**src/rtl/sar_result_averager_if.sv**
```systemverilog
// Result port of the SAR averager: valid/ready handshake carrying the block average, minimum and maximum.
interface sar_result_averager_if #(
  parameter int CODE_W = 8
);
  logic              avg_valid;
  logic              avg_ready;
  logic [CODE_W-1:0] avg_data;
  logic [CODE_W-1:0] avg_min;
  logic [CODE_W-1:0] avg_max;

  modport master (
    output avg_valid,
    output avg_data,
    output avg_min,
    output avg_max,
    input  avg_ready
  );

  modport slave (
    input  avg_valid,
    input  avg_data,
    input  avg_min,
    input  avg_max,
    output avg_ready
  );
endinterface

```
**src/rtl/sar_result_averager.sv**
```systemverilog
// Captures SAR codes on done rising edges, restarts the SAR, and averages blocks of 2^log2_n codes
// into a holding register with min/max and a sticky overrun flag.
module sar_result_averager #(
  parameter int CODE_W   = 8,
  parameter int MAX_LOG2 = 7
) (
  input  logic                clk,
  input  logic                rst_n,
  input  logic                i_ena,
  input  logic                i_sar_done,
  input  logic [CODE_W-1:0]   i_sar_code,
  input  logic [2:0]          i_log2_n,
  output logic                o_sar_restart,
  output logic                o_overrun,
  input  logic                i_clr_overrun,
  output logic [MAX_LOG2-1:0] o_sample_cnt,
  sar_result_averager_if.master avg_if
);

  localparam int SUM_W = CODE_W + MAX_LOG2;

  logic                r_done_q;
  logic                r_sar_restart;
  logic [SUM_W-1:0]    r_sum;
  logic [MAX_LOG2-1:0] r_sample_cnt;
  logic [CODE_W-1:0]   r_min;
  logic [CODE_W-1:0]   r_max;
  logic [2:0]          r_log2;
  logic                r_avg_valid;
  logic [CODE_W-1:0]   r_avg_data;
  logic [CODE_W-1:0]   r_avg_min;
  logic [CODE_W-1:0]   r_avg_max;
  logic                r_overrun;

  logic                w_event;
  logic [2:0]          w_log2;
  logic [SUM_W-1:0]    w_sum_next;
  logic [CODE_W-1:0]   w_min_next;
  logic [CODE_W-1:0]   w_max_next;
  logic [MAX_LOG2:0]   w_cnt_inc;
  logic [MAX_LOG2:0]   w_block_size;
  logic                w_block_end;

  assign w_event      = i_ena && i_sar_done && !r_done_q;
  // The block size is taken from the live input only on the first sample of a block.
  assign w_log2       = (r_sample_cnt == '0) ? i_log2_n : r_log2;
  assign w_sum_next   = r_sum + SUM_W'(i_sar_code);
  assign w_min_next   = (i_sar_code < r_min) ? i_sar_code : r_min;
  assign w_max_next   = (i_sar_code > r_max) ? i_sar_code : r_max;
  assign w_cnt_inc    = {1'b0, r_sample_cnt} + 1'b1;
  assign w_block_size = (MAX_LOG2+1)'(1) << w_log2;
  assign w_block_end  = w_event && (w_cnt_inc == w_block_size);

  always_ff @(posedge clk or negedge rst_n) begin
    if (!rst_n) begin
      r_done_q      <= 1'b0;
      r_sar_restart <= 1'b0;
      r_sum         <= '0;
      r_sample_cnt  <= '0;
      r_min         <= '1;
      r_max         <= '0;
      r_log2        <= '0;
    end else begin
      r_done_q      <= i_sar_done;
      r_sar_restart <= w_event;
      if (w_event) begin
        r_log2 <= w_log2;
        if (w_block_end) begin
          r_sum        <= '0;
          r_sample_cnt <= '0;
          r_min        <= '1;
          r_max        <= '0;
        end else begin
          r_sum        <= w_sum_next;
          r_sample_cnt <= w_cnt_inc[MAX_LOG2-1:0];
          r_min        <= w_min_next;
          r_max        <= w_max_next;
        end
      end
    end
  end

  // A completing block always reloads the holding register; overrun marks a result lost unread.
  always_ff @(posedge clk or negedge rst_n) begin
    if (!rst_n) begin
      r_avg_valid <= 1'b0;
      r_avg_data  <= '0;
      r_avg_min   <= '0;
      r_avg_max   <= '0;
      r_overrun   <= 1'b0;
    end else begin
      if (w_block_end) begin
        r_avg_valid <= 1'b1;
        r_avg_data  <= CODE_W'(w_sum_next >> w_log2);
        r_avg_min   <= w_min_next;
        r_avg_max   <= w_max_next;
      end else if (r_avg_valid && avg_if.avg_ready) begin
        r_avg_valid <= 1'b0;
      end

      if (w_block_end && r_avg_valid && !avg_if.avg_ready) begin
        r_overrun <= 1'b1;
      end else if (i_clr_overrun) begin
        r_overrun <= 1'b0;
      end
    end
  end

  assign o_sar_restart    = r_sar_restart;
  assign o_overrun        = r_overrun;
  assign o_sample_cnt     = r_sample_cnt;
  assign avg_if.avg_valid = r_avg_valid;
  assign avg_if.avg_data  = r_avg_data;
  assign avg_if.avg_min   = r_avg_min;
  assign avg_if.avg_max   = r_avg_max;

endmodule

```
**src/flat_wrapper.sv**
```systemverilog
// flat-port wrapper written by rule: the top's interface ports become plain ports
module sar_result_averager_flat 
#(
  parameter int CODE_W   = 8,
  parameter int MAX_LOG2 = 7
)
  (clk, rst_n, i_ena, i_sar_done, i_sar_code, i_log2_n, o_sar_restart, o_overrun, i_clr_overrun, o_sample_cnt, avg_if_avg_valid, avg_if_avg_data, avg_if_avg_min, avg_if_avg_max, avg_if_avg_ready);
  sar_result_averager_if #(.CODE_W(CODE_W)) avg_if_i ();
  input  logic clk;
  input  logic rst_n;
  input  logic i_ena;
  input  logic i_sar_done;
  input  logic [CODE_W-1:0] i_sar_code;
  input  logic [2:0] i_log2_n;
  output logic o_sar_restart;
  output logic o_overrun;
  input  logic i_clr_overrun;
  output logic [MAX_LOG2-1:0] o_sample_cnt;
  output wire logic [$bits(avg_if_i.avg_valid)-1:0] avg_if_avg_valid;
  output wire logic [$bits(avg_if_i.avg_data)-1:0] avg_if_avg_data;
  output wire logic [$bits(avg_if_i.avg_min)-1:0] avg_if_avg_min;
  output wire logic [$bits(avg_if_i.avg_max)-1:0] avg_if_avg_max;
  input wire logic [$bits(avg_if_i.avg_ready)-1:0] avg_if_avg_ready;
  assign avg_if_avg_valid = avg_if_i.avg_valid;
  assign avg_if_avg_data = avg_if_i.avg_data;
  assign avg_if_avg_min = avg_if_i.avg_min;
  assign avg_if_avg_max = avg_if_i.avg_max;
  assign avg_if_i.avg_ready = avg_if_avg_ready;
  sar_result_averager #(.CODE_W(CODE_W), .MAX_LOG2(MAX_LOG2)) u_core (.clk(clk), .rst_n(rst_n), .i_ena(i_ena), .i_sar_done(i_sar_done), .i_sar_code(i_sar_code), .i_log2_n(i_log2_n), .o_sar_restart(o_sar_restart), .o_overrun(o_overrun), .i_clr_overrun(i_clr_overrun), .o_sample_cnt(o_sample_cnt), .avg_if(avg_if_i));
endmodule
```
**config.mk**
```make
export PLATFORM = sky130hd
export DESIGN_NAME = sar_result_averager_flat
export DESIGN_NICKNAME = d
export VERILOG_FILES = /design/src/rtl/sar_result_averager_if.sv /design/src/rtl/sar_result_averager.sv /design/src/flat_wrapper.sv
export SDC_FILE = /design/constraint.sdc
export NUM_CORES = 1
export LEC_CHECK = 0
export BUFFER_PORTS_ARGS = -buffer_cell sky130_fd_sc_hd__buf_2
export CAP_MARGIN = 20
export CORE_MARGIN = 2
export CORE_UTILIZATION = 30
export DETAILED_ROUTE_END_ITERATION = 10
export HOLD_SLACK_MARGIN = 0.08
export SETUP_SLACK_MARGIN = 0.02
export SLEW_MARGIN = 20
export SYNTH_ARGS = -nofsm -noshare
export SYNTH_HDL_FRONTEND = slang
export SYNTH_SLANG_ARGS = --single-unit
export TNS_END_PERCENT = 100
```
**constraint.sdc**
```tcl
create_clock -name clk -period 4 [get_ports clk]
set_clock_uncertainty 0.15 [all_clocks]
set_input_delay 0.4 -clock clk [delete_from_list [all_inputs] [get_ports clk]]
set_output_delay 0.4 -clock clk [all_outputs]
set_load 0.01 [all_outputs]
```
Word level (Yosys, flattened, before mapping)
Cells that the tools add are included.
- order comparisons: 2
- equal/unequal tests: 1
- shift operators: 2
- add/subtract/negate cells: 2
- reductions and logical operators: 11
- muxes and demuxes: 11
- operators with widths (cell ; number):
    8-bit two-way mux ; 4
    15-bit by 8-bit adder with 15-bit output ; 1
    15-bit two-way mux ; 1
    15-bit by 3-bit right shift with 8-bit output ; 1
    7-bit by 1-bit adder with 8-bit output (second input constant) ; 1
    8-bit == test ; 1
    8-bit greater-than comparator ; 1
    8-bit < comparator ; 1
    1-bit by 3-bit << shifter with 8-bit output (first input constant) ; 1
    7-bit zero test ; 1
    7-bit two-way mux ; 1
    1-bit logical AND ; 6
    1-bit two-way mux ; 4
    2-bit nonzero test ; 2
    3-bit two-way mux ; 1
    1-bit zero test ; 2
- flip-flop bits (word level): 69
- output and inout port bits: 34

Depth between registers and ports, before layout
Gate-level depths: netlist (run 1).
- depth in word-level cells: 8
- gate-level depth with buffers: 14
- gate-level depth less buffers: 11

Least setup slack after synthesis (run 1)
No wires, ideal clock.
- path kind: register to register
- start point: register u_core.r_sample_cnt[0] (netlist: u_core.o_sample_cnt[0])
- end point: register u_core.r_avg_data[6] (netlist: u_core.avg_if.avg_data[6])
- setup time: 0.126 ns
- arrival: 2.847 ns
- slack: 0.877 ns
- data required time: 3.724 ns
- cell stages (with the launch flop): 13
- buffers on the path: 2
- period minus slack after synthesis: 3.123 ns
- cells stage by stage: dfrtp_1 -> inv_1 -> ha_1 -> nor4b_4 -> nand2_1 -> buf_4 -> mux2i_2 -> or4_1 -> a211oi_1 -> o2111a_2 -> buf_6 -> o21ai_1 -> o32a_1
- longest elaborated chain between the ends: 5
- elaborated cells between the ends (all ways): 7
- classes of those cells: add/sub: 1; eq/ne: 1; shift: 2; mux: 1; reduce/logical: 2
- RTL lines (what ; RTL line ; text):
    start: declaration ; sar_result_averager.sv:25 ; logic [MAX_LOG2-1:0] r_sample_cnt;
    start signal: assignment ; sar_result_averager.sv:75 ; r_sample_cnt <= w_cnt_inc[MAX_LOG2-1:0];
    parallel branches: the longest is 5 deep, another holds 7-bit by 1-bit adder with 8-bit output ; - ;
    end signal: assignment ; sar_result_averager.sv:94 ; r_avg_data <= CODE_W'(w_sum_next >> w_log2);
    end: declaration ; sar_result_averager.sv:30 ; logic [CODE_W-1:0] r_avg_data;
Parallel ways; which one is timed is not known.
A chain may end at the register's enable or synchronous reset.

Worst setup path in the final report (run 1)
- start point: register u_core.r_sample_cnt[0] (netlist: u_core.o_sample_cnt[0])
- end point: register u_core.r_max[7]
- longest elaborated chain between the ends: 6
- elaborated cells between the ends (all ways): 7
- classes of those cells: add/sub: 1; eq/ne: 1; shift: 1; mux: 2; reduce/logical: 2
- RTL lines (what ; RTL line ; text):
    parallel branches: the longest is 3 deep, another holds 7-bit by 1-bit adder with 8-bit output ; - ;
    8-bit == test (*) ; sar_result_averager.sv:52 ; assign w_block_end = w_event && (w_cnt_inc == w_block_size);
    1-bit logical AND (*) ; sar_result_averager.sv:52 ;
    8-bit two-way mux (*) ; sar_result_averager.sv:68 ; if (w_block_end) begin
    end signal: assignment ; sar_result_averager.sv:77 ; r_max <= w_max_next;
    end: declaration ; sar_result_averager.sv:27 ; logic [CODE_W-1:0] r_max;
Every way passes the cells marked *.

==> run metrics, run 1 <==
status finished clean; R2R Path Start u_core.o_sample_cnt[0]; DRT Pass-1 Iters 5; Bufs on Longest Clock Path 2; Post-synth EDFFs 0; Reg2Reg Setup Slack 0.37 ns; TritonCTS Buffers 9; gr ovfl total 0; Core ar. 15100 um2; Crit path max-delay family simple AND/OR/NAND/NOR gates; Cell variety after synth 63; Post-Syn Area 4630 um2; PD cells 814 nW/um2; clk_lat worst skew 0.33 ns; chip height 128 um; register area share after synthesis 37.5%; hold wc startpoint i_clr_overrun; RSZ-0062 raised after global routing no; Row Count 45; Ys Warns 0; dpl hpwl 8.96 mm; Layout Nets 618; synthesized flop and latch total a little under 70; P_leak 0.00245 uW; Sink Count 69; number of global-route vias before repair 4023; Post-DRT Antenna Nets 0; worst hold slack 0.203 ns; Avg Inst Size Synth 8.71 um2; Synth-to-Final Area Change 15.6%; # fillers 1547; syn nets 575; Setup crit start u_core.o_sample_cnt[0]; WP depth 11; antenna violations before repair 0; Post-synth top cells 66 x nand2_1, 61 x dfrtp_1, 43 x nor2_1; ys async rst share 100%; Post-Syn Instances roughly 530; Hold Vio Cnt, Final 0; Synth area leader dfrtp_1; worst slew pin tran 0.967 ns; top cells by area, synth dfrtp_1 33%, ha_1 6.8%, nand2_1 5.3%; first-pass GRT wire length 20.8 mm; Final Critical Period 3.63 ns; crit path max fanout 20; Vias 4197; cell with the most instances after synthesis nand2_1; iteration-0 DRC count of the detailed router 341; Sum Neg Setup Slack 0 ns; DRT Wirelength 12.5 mm; routability cong. 0.873; Cell Chain, Critical Path inv_1 > ha_1 > nor4b_4 > nand2_2 > mux2_2 > or4_1 > a21oi_1 > o2111a_2 > buf_4 > o21ai_1 > a22o_1; share of the synthesized area in the top cell type 33.0%; FF-to-FF path depth 11; fmax 276 MHz; Max transition margin 35.3%; maxcap violations 0; number of diodes 0; worst path required time roughly 4 ns; share of layout cells above drive strength 1 17.6%; Tot GR Track Use between 10% and 20%; crit path buf inv count 2; worst r2r dst u_core.r_max[7]; Slew Limit Fails 0; CTS Root Cell clkbuf_16; I/O Pins 51; Peak VDD IR about 270 uV; CP max stage cell or4_1; mean number of vias per cell 5.46; clock transition at the registers of the reported paths 0.05 ns; # setup viols final 0; CP arrival 3.69 ns; largest net degree at the start of global routing 36; H-tree depth 3; Post-CTS Setup Bufs 0; CP endpoint u_core.r_max[7]; Worst Setup End Kind flip-flop; Critical Path Max Stage Delay 0.55 ns; HP Class input port to flip-flop; DRC 0; post-DR wirelength/cell 16.2 um; Crit Path Category flip-flop to flip-flop; port bufs 50; Starting Density 30.6%; Final Cycle Share 90.7%; Startpoint Class flip-flop; Die Wd 128 um; TritonCTS clock tree done; top_reg_cell synth dfrtp_1; die area 16400 um2
==> cell families after synthesis <==
| group | Yosys count | synth area share, % |
|---|---|---|
| muxes | 23 | 5.29 |
| DFF | 69 | 37.5 |
| xor gates and xnor gates | 13 | 2.46 |
| buffers and inverters | 62 | 5.97 |
| adders and majority gates | 26 | 7.19 |
| and+or+nand+nor | 188 | 19.9 |
| AOI/OAI and AO/OA | 151 | 21.7 |
==> how the worst min path moves through the flow <==
stage,slack [ns],cells after the start,end
2_1_floorplan,-0.05,0,u_core.avg_if.avg_data[0]
3_3_place_gp,0.31,2,u_core.r_min[0]
3_5_place_dp,0.33,2,u_core.r_sum[7]
4_1_cts,0.19,3,u_core.o_overrun
5_1_grt,0.21,3,u_core.o_overrun
6_report,0.20,3,u_core.o_overrun
==> worst register-to-register path, cell delays in order (launching register included) <==
cell and delay [ns]:
dfrtp_1 0.44, inv_1 0.13, ha_1 0.16, nor4b_4 0.24
nand2_2 0.22, mux2_2 0.44, or4_1 0.55, a21oi_1 0.14
o2111a_2 0.23, buf_4 0.26, o21ai_1 0.26, a22o_1 0.28
==> through the flow <==
stage	total power [uW]	area, um2	setup slack, ns	instances	util, %
finish	4360	5350	0.373	768	35.3
detailed placement	3550	5040	0.306	750	33.3
global placement	3490	5040	0.402	750	33.3
CTS	4380	5350	0.283	768	35.3
floorplan	2920	4630	0.877	532	-
global route	4750	5350	0.0979	768	35.3
==> registers in the layout, summed over array words and instances (netlist names) <==
signal and count:
u_core.avg_if.avg_valid 1, u_core.avg_if.avg_min 8, u_core.o_sar_restart 1, u_core.r_sum 15, u_core.r_min 8, u_core.r_log2 3
u_core.r_max 8, u_core.r_done_q 1, u_core.o_overrun 1, u_core.avg_if.avg_data 8, u_core.o_sample_cnt 7, u_core.avg_if.avg_max 8
==> where the power goes <==
part           leakage, uW  switching [uW]  internal [uW]
clock network     0.000143             291            497
logic              0.00145            1350            940
registers         0.000861             269           1010
total              0.00245            1910           2450
==> what timing repair did <==
| item | CTS | global route |
|---|---|---|
| setup endpoints to repair | 0 | 28 |
| hold endpoints to repair | 27 | 0 |
| hold buffers | 2 | 0 |
| gates resized for setup | 0 | 1 |
==> cell usage in the layout, fill, tap and decap left out, drive strengths merged, types with 12 or more instances in the layout <==
| cell | synthesis | routed |
|---|---|---|
| nand2 | 66 | 66 |
| ha | 25 | 25 |
| inv | 32 | 32 |
| buf | 16 | 60 |
| clkbuf | 14 | 12 |
| nand3 | 18 | 18 |
| a22o | 13 | 13 |
| a21oi | 33 | 33 |
| dfrtp | 61 | 61 |
| nor2 | 43 | 43 |
| o21ai | 29 | 29 |
| mux2i | 17 | 17 |
| a31oi | 16 | 16 |
==> per-layer routing <==
metal	vias up	global-route usage, %	wire (um)
met5	-	0	0
li1	2032	-	-
met3	14	3.46	616
met2	124	25.5	5760
met4	0	4.33	184
met1	2027	21.8	5890
==> layout make-up <==
type                       count  area [um2]  area share, %
multi-input combinational    401        2620           49.0
sequential                    69        1740           32.4
timing repair buffer          62         345           6.45
clock buffer                  12         246           4.60
tap                          188         235           4.39
inverter                      32         120           2.24
clock inverter                 4        47.5          0.888
Note: power is estimated with default switching activity, not from simulation.
==> run 2, diff against run 1 <==
- CORE_ASPECT_RATIO: not set -> 1.5
==> run metrics, run 2 (synthesis results as in run 1) <==
Vias 4288 (was 4197); PD cells 828 nW/um2 (was 814 nW/um2); Peak VDD IR 325 uV (was 274 uV); CP arrival 3.78 ns (was 3.69 ns); number of diodes 0 (unchanged); DRT Pass-1 Iters 5 (unchanged); Crit Path Category flip-flop to flip-flop (unchanged); gr ovfl total 0 (unchanged); Bufs on Longest Clock Path 2 (unchanged); Reg2Reg Setup Slack 0.33 ns (was 0.37 ns); maxcap violations 0 (unchanged); GR Util met1 19.3% (was 21.8%); Core ar. 15100 um2 (about the same); fin cells 775 (was 768); H-tree depth 3 (unchanged); GR peak layer met2 (unchanged); I/O Pins 51 (unchanged); DP Cell Count 758 (was 750); worst hold slack 0.102 ns (was 0.203 ns); first-pass GRT wire length 22.1 mm (was 20.8 mm); Max transition margin 27.8% (was 35.3%); share of layout cells above drive strength 1 17.5% (was 17.6%); M3 GR Usage 3.09% (was 3.46%); Largest register FFs 15 (unchanged); dpl hpwl 9.45 mm (was 8.96 mm); Hold Vio Cnt, Final 0 (unchanged); final worst slack 0.334 ns (was 0.373 ns); Final Cycle Share 91.6% (was 90.7%); post-DR wirelength/cell 16.8 um (was 16.2 um); Largest Register u_core.r_sum (unchanged); Row Count 55 (was 45); die area 16500 um2 (was 16400 um2); antenna violations before repair 0 (unchanged); HP Class input port to asynchronous set/reset pin (was input port to flip-flop); GRT met2 Usage 29.1% (was 25.5%); commonest non-fill, non-tap cells in the layout 65 x nand2_1, 61 x dfrtp_1, 50 x buf_2 (unchanged); Synth-to-Final Area Change 16.1% (was 15.6%); Layout Nets 614 (was 618); Slew Limit Fails 0 (unchanged); # setup viols final 0 (unchanged); Post-DRT Antenna Nets 0 (unchanged); Die Wd 105 um (was 128 um); mean number of vias per cell 5.53 (was 5.46); fmax 273 MHz (was 276 MHz); TritonCTS clock tree done (unchanged); worst path required time 4.11 ns (was 4.06 ns); clk_lat worst skew 0.34 ns (was 0.33 ns); DRT Wirelength 13.0 mm (was 12.5 mm); clock transition at the registers of the reported paths 0.06 ns (was 0.05 ns); routability cong. 0.926 (was 0.873); Worst Setup End Kind flip-flop (unchanged); Starting Density 30.7% (was 30.6%); setup slack after placement 0.341 ns (was 0.306 ns); port bufs 50 (unchanged); Tot GR Track Use 16.8% (was 15.9%); TritonCTS Buffers 9 (unchanged); status finished clean (unchanged); Sink Count 69 (unchanged); DRC 0 (unchanged); CTS Root Cell clkbuf_16 (unchanged); overall power 4450 uW (was 4360 uW); largest net degree at the start of global routing 70 (was 36); iteration-0 DRC count of the detailed router 259 (was 341); Startpoint Class flip-flop (unchanged); leading cell type in the layout, fill and taps excluded nand2_1 (unchanged); worst slew pin tran 1.08 ns (was 0.967 ns); number of global-route vias before repair 4306 (was 4023); chip height 156 um (was 128 um); P_leak 0.00245 uW (about the same); RSZ-0062 raised after global routing no (unchanged); Final Critical Period 3.67 ns (was 3.63 ns); crit path max fanout 33 (was 20); Sum Neg Setup Slack 0 ns (unchanged)
-- run 2: cell count changes in the layout (fill, tap and decap cells not counted), sizes merged --
cell,change
buf,-3
inv,+1
clkbuf,-3
dlygate4sd3,-1
bufinv,+1
clkinv,+1
-- run 2: path summary, 6_finish.rpt --
path | from | to | depth (start not counted)
worst max-delay path | u_core.o_sample_cnt[0] | u_core.r_min[3] | 12
worst min-delay path | rst_n | u_core.o_sample_cnt[0] | 2
worst max register to register | u_core.o_sample_cnt[0] | u_core.r_min[3] | 12
worst min register to register | u_core.r_min[0] | u_core.r_min[0] | 2
max in group asynchronous | rst_n | u_core.avg_if.avg_min[3] | 2
min in group clk | i_clr_overrun | u_core.o_overrun | 3
-- run 2: metal layers --
layer	routed length (um)	vias up	part of all wire (%)
li1	-	2029	-
met1	5260	2078	40
met2	6620	140	51
met3	575	41	4.4
met4	574	0	4.4
met5	0	-	0
-- run 2: worst max-delay path, stage by stage (launching register included) --
cell,delay (ns)
dfrtp_1,0.45
inv_1,0.13
ha_1,0.16
nor4b_4,0.28
nand2_2,0.24
mux2_2,0.43
or4_1,0.55
a21oi_1,0.15
o2111a_2,0.27
buf_12,0.19
buf_4,0.30
nor4_1,0.09
a21oi_1,0.18
-- run 2: stage by stage --
stage	area, um2	util, %
2_1_floorplan	4630	-
3_3_place_gp	5040	33.4
3_5_place_dp	5040	33.4
4_1_cts	5370	35.7
5_1_grt	5380	35.7
6_report	5380	35.7
-- run 2: cell type report --
type	instances	area (um2)
sequential	69	1740
inverter	32	120
clock buffer	9	225
timing repair buffer	58	325
clock inverter	7	98.8
multi-input combinational	401	2620
fill	1544	9690
tap	199	249
-- run 2: what timing repair did --
item                                    in CTS  in global routing
resized for setup                            0                  1
setup buffers                                0                  0
endpoints found under the hold margin        1                  0
hold buffers                                 1                  0
endpoints found under the setup margin       0                 14
-- run 2: power breakdown --
group / switching, uW / total (uW) / internal (uW) / leakage, uW
combinational: 1380 / 2320 / 935 / 0.00143
clock: 325 / 874 / 549 / 0.000156
sequential: 254 / 1260 / 1010 / 0.000861
==> run 3, diff against run 2 <==
- CORE_MARGIN: 2 -> 5
- CTS_CLUSTER_DIAMETER: not set -> 80
==> run metrics, run 3 (synthesis results as in run 1) <==
Bufs on Longest Clock Path 2 (unchanged); Sink Count 69 (unchanged); Reg2Reg Setup Slack 0.25 ns (was 0.33 ns); fmax 267 MHz (was 273 MHz); dpl hpwl 9.81 mm (was 9.45 mm); P_leak 0.00246 uW (was 0.00245 uW); clock transition at the registers of the reported paths 0.06 ns (about the same); Final Critical Period 3.75 ns (was 3.67 ns); setup slack after placement 0.321 ns (was 0.341 ns); worst path required time 4.07 ns (was 4.11 ns); number of global-route vias before repair 4306 (unchanged); commonest non-fill, non-tap cells in the layout 66 x nand2_1, 61 x dfrtp_1, 50 x buf_2 (was 65 x nand2_1, 61 x dfrtp_1, 50 x buf_2); iteration-0 DRC count of the detailed router 151 (was 259); Synth-to-Final Area Change 16.8% (was 16.1%); Starting Density 30.6% (was 30.7%); Core ar. 15100 um2 (about the same); worst slew pin tran 0.980 ns (was 1.08 ns); Peak VDD IR 377 uV (was 325 uV); first-pass GRT wire length 21.7 mm (was 22.1 mm); Post-DRT Antenna Nets 0 (unchanged); R2R Path Start u_core.o_sample_cnt[0] (unchanged); CP endpoint u_core.r_max[5] (was u_core.r_min[3]); routed wl met2 6.69 mm (was 6.62 mm); fin cells 778 (was 775); CP arrival 3.82 ns (was 3.78 ns); CTS Root Cell clkbuf_16 (unchanged); Worst Setup End Kind flip-flop (unchanged); top routing layer used met4 (unchanged); HP Class input port to flip-flop (was input port to asynchronous set/reset pin); DRT Pass-1 Iters 8 (was 5); die area 18100 um2 (was 16500 um2); Slew Limit Fails 0 (unchanged); number of diodes 0 (unchanged); overall power 4470 uW (was 4450 uW); Crit Path Category flip-flop to flip-flop (unchanged); clk_lat worst skew 0.34 ns (about the same); Final Cycle Share 93.7% (was 91.6%); Hold Vio Cnt, Final 0 (unchanged); Sum Neg Setup Slack 0 ns (unchanged); TritonCTS clock tree done (unchanged); Max transition margin 34.5% (was 27.8%); largest net degree at the start of global routing 41 (was 70); port bufs 50 (unchanged); routability cong. 0.890 (was 0.926); met3 WL post-DR 438 um (was 575 um); final worst slack 0.251 ns (was 0.334 ns); post-DR wirelength/cell 16.7 um (was 16.8 um); Vias 4187 (was 4288); Post-CTS Setup Bufs 0 (unchanged); Startpoint Class flip-flop (unchanged); TritonCTS Buffers 9 (unchanged); DRT Wirelength 13.0 mm (about the same); leading cell type in the layout, fill and taps excluded nand2_1 (unchanged); PD cells 826 nW/um2 (was 828 nW/um2); chip height 162 um (was 156 um); I/O Pins 51 (unchanged); worst r2r dst u_core.r_max[5] (was u_core.r_min[3]); maxcap violations 0 (unchanged); mean number of vias per cell 5.38 (was 5.53); FF-to-FF path depth 11 (was 12); status finished clean (unchanged); Row Count 55 (unchanged); DP Cell Count 760 (was 758); Largest register FFs 15 (unchanged); crit path max fanout 14 (was 33); Die Wd 111 um (was 105 um); Layout Nets 617 (was 614); Setup crit start u_core.o_sample_cnt[0] (unchanged); Tot GR Track Use 14.6% (was 16.8%); antenna violations before repair 0 (unchanged); M1 wire length 5.36 mm (was 5.26 mm); DRC 0 (unchanged); RSZ-0062 raised after global routing no (unchanged); # setup viols final 0 (unchanged); Largest Register u_core.r_sum (unchanged); share of layout cells above drive strength 1 17.6% (was 17.5%); gr ovfl total 0 (unchanged); H-tree depth 3 (unchanged)
-- run 3: cell count changes in the layout (fill, tap and decap cells not counted), sizes merged --
cell and delta:
clkinv -3, buf +2, clkbuf +2, clkinvlp +2, dlygate4sd3 +1, inv -1
-- run 3: worst min-delay path by stage --
| stage | to | slack, ns | startpoint | depth (start not counted) |
|---|---|---|---|---|
| after floorplan | u_core.avg_if.avg_data[0] | -0.05 | rst_n | 0 |
| after global placement | u_core.o_sample_cnt[3] | 0.28 | rst_n | 1 |
| after detailed placement | u_core.o_sample_cnt[3] | 0.29 | rst_n | 1 |
| after CTS | u_core.o_overrun | 0.19 | i_clr_overrun | 3 |
| after global routing | u_core.avg_if.avg_valid | 0.22 | avg_if_avg_ready | 3 |
| final | u_core.o_overrun | 0.20 | i_clr_overrun | 3 |
-- run 3: layer usage --
metal / vias up / track usage (%)
met4: 0 / 7.25
met5: - / 0
met1: 2010 / 16.7
met3: 38 / 2.65
li1: 2023 / -
met2: 116 / 26.0
-- run 3: timing repair --
action / 4_1_cts / 5_1_grt
resized for setup: 0 / 0
hold buffers: 2 / 0
hold endpoints to repair: 25 / 0
-- run 3: power by group --
group | total [uW] | switching, uW | internal [uW]
Clock | 890 | 310 | 579
Combinational | 2310 | 1380 | 937
Sequential | 1260 | 255 | 1010
-- run 3: cell type report --
class	instances	area, um2
clock buffer	11	253
timing repair buffer	61	350
fill	1596	9730
sequential	69	1740
inverter	32	120
multi-input combinational	401	2620
tap	199	249
clock inverter	5	82.6
-- run 3: worst max-delay path, cell delays in order, from the launching register on --
cell and delay (ns):
dfrtp_1 0.44, inv_1 0.12, ha_1 0.17, nor4b_4 0.23
nand2_1 0.31, mux2_2 0.48, or4_1 0.54, a21oi_1 0.16
o2111a_2 0.31, buf_4 0.22, o21ai_1 0.22, a22o_1 0.28
-- run 3: metrics by stage --
stage	hold slack, ns	util (%)	instance area, um2
after floorplan	-0.0456	-	4630
after global placement	0.279	33.4	5050
after detailed placement	0.290	33.4	5050
after CTS	0.191	35.7	5410
after global routing	0.218	35.7	5410
final	0.201	35.7	5410
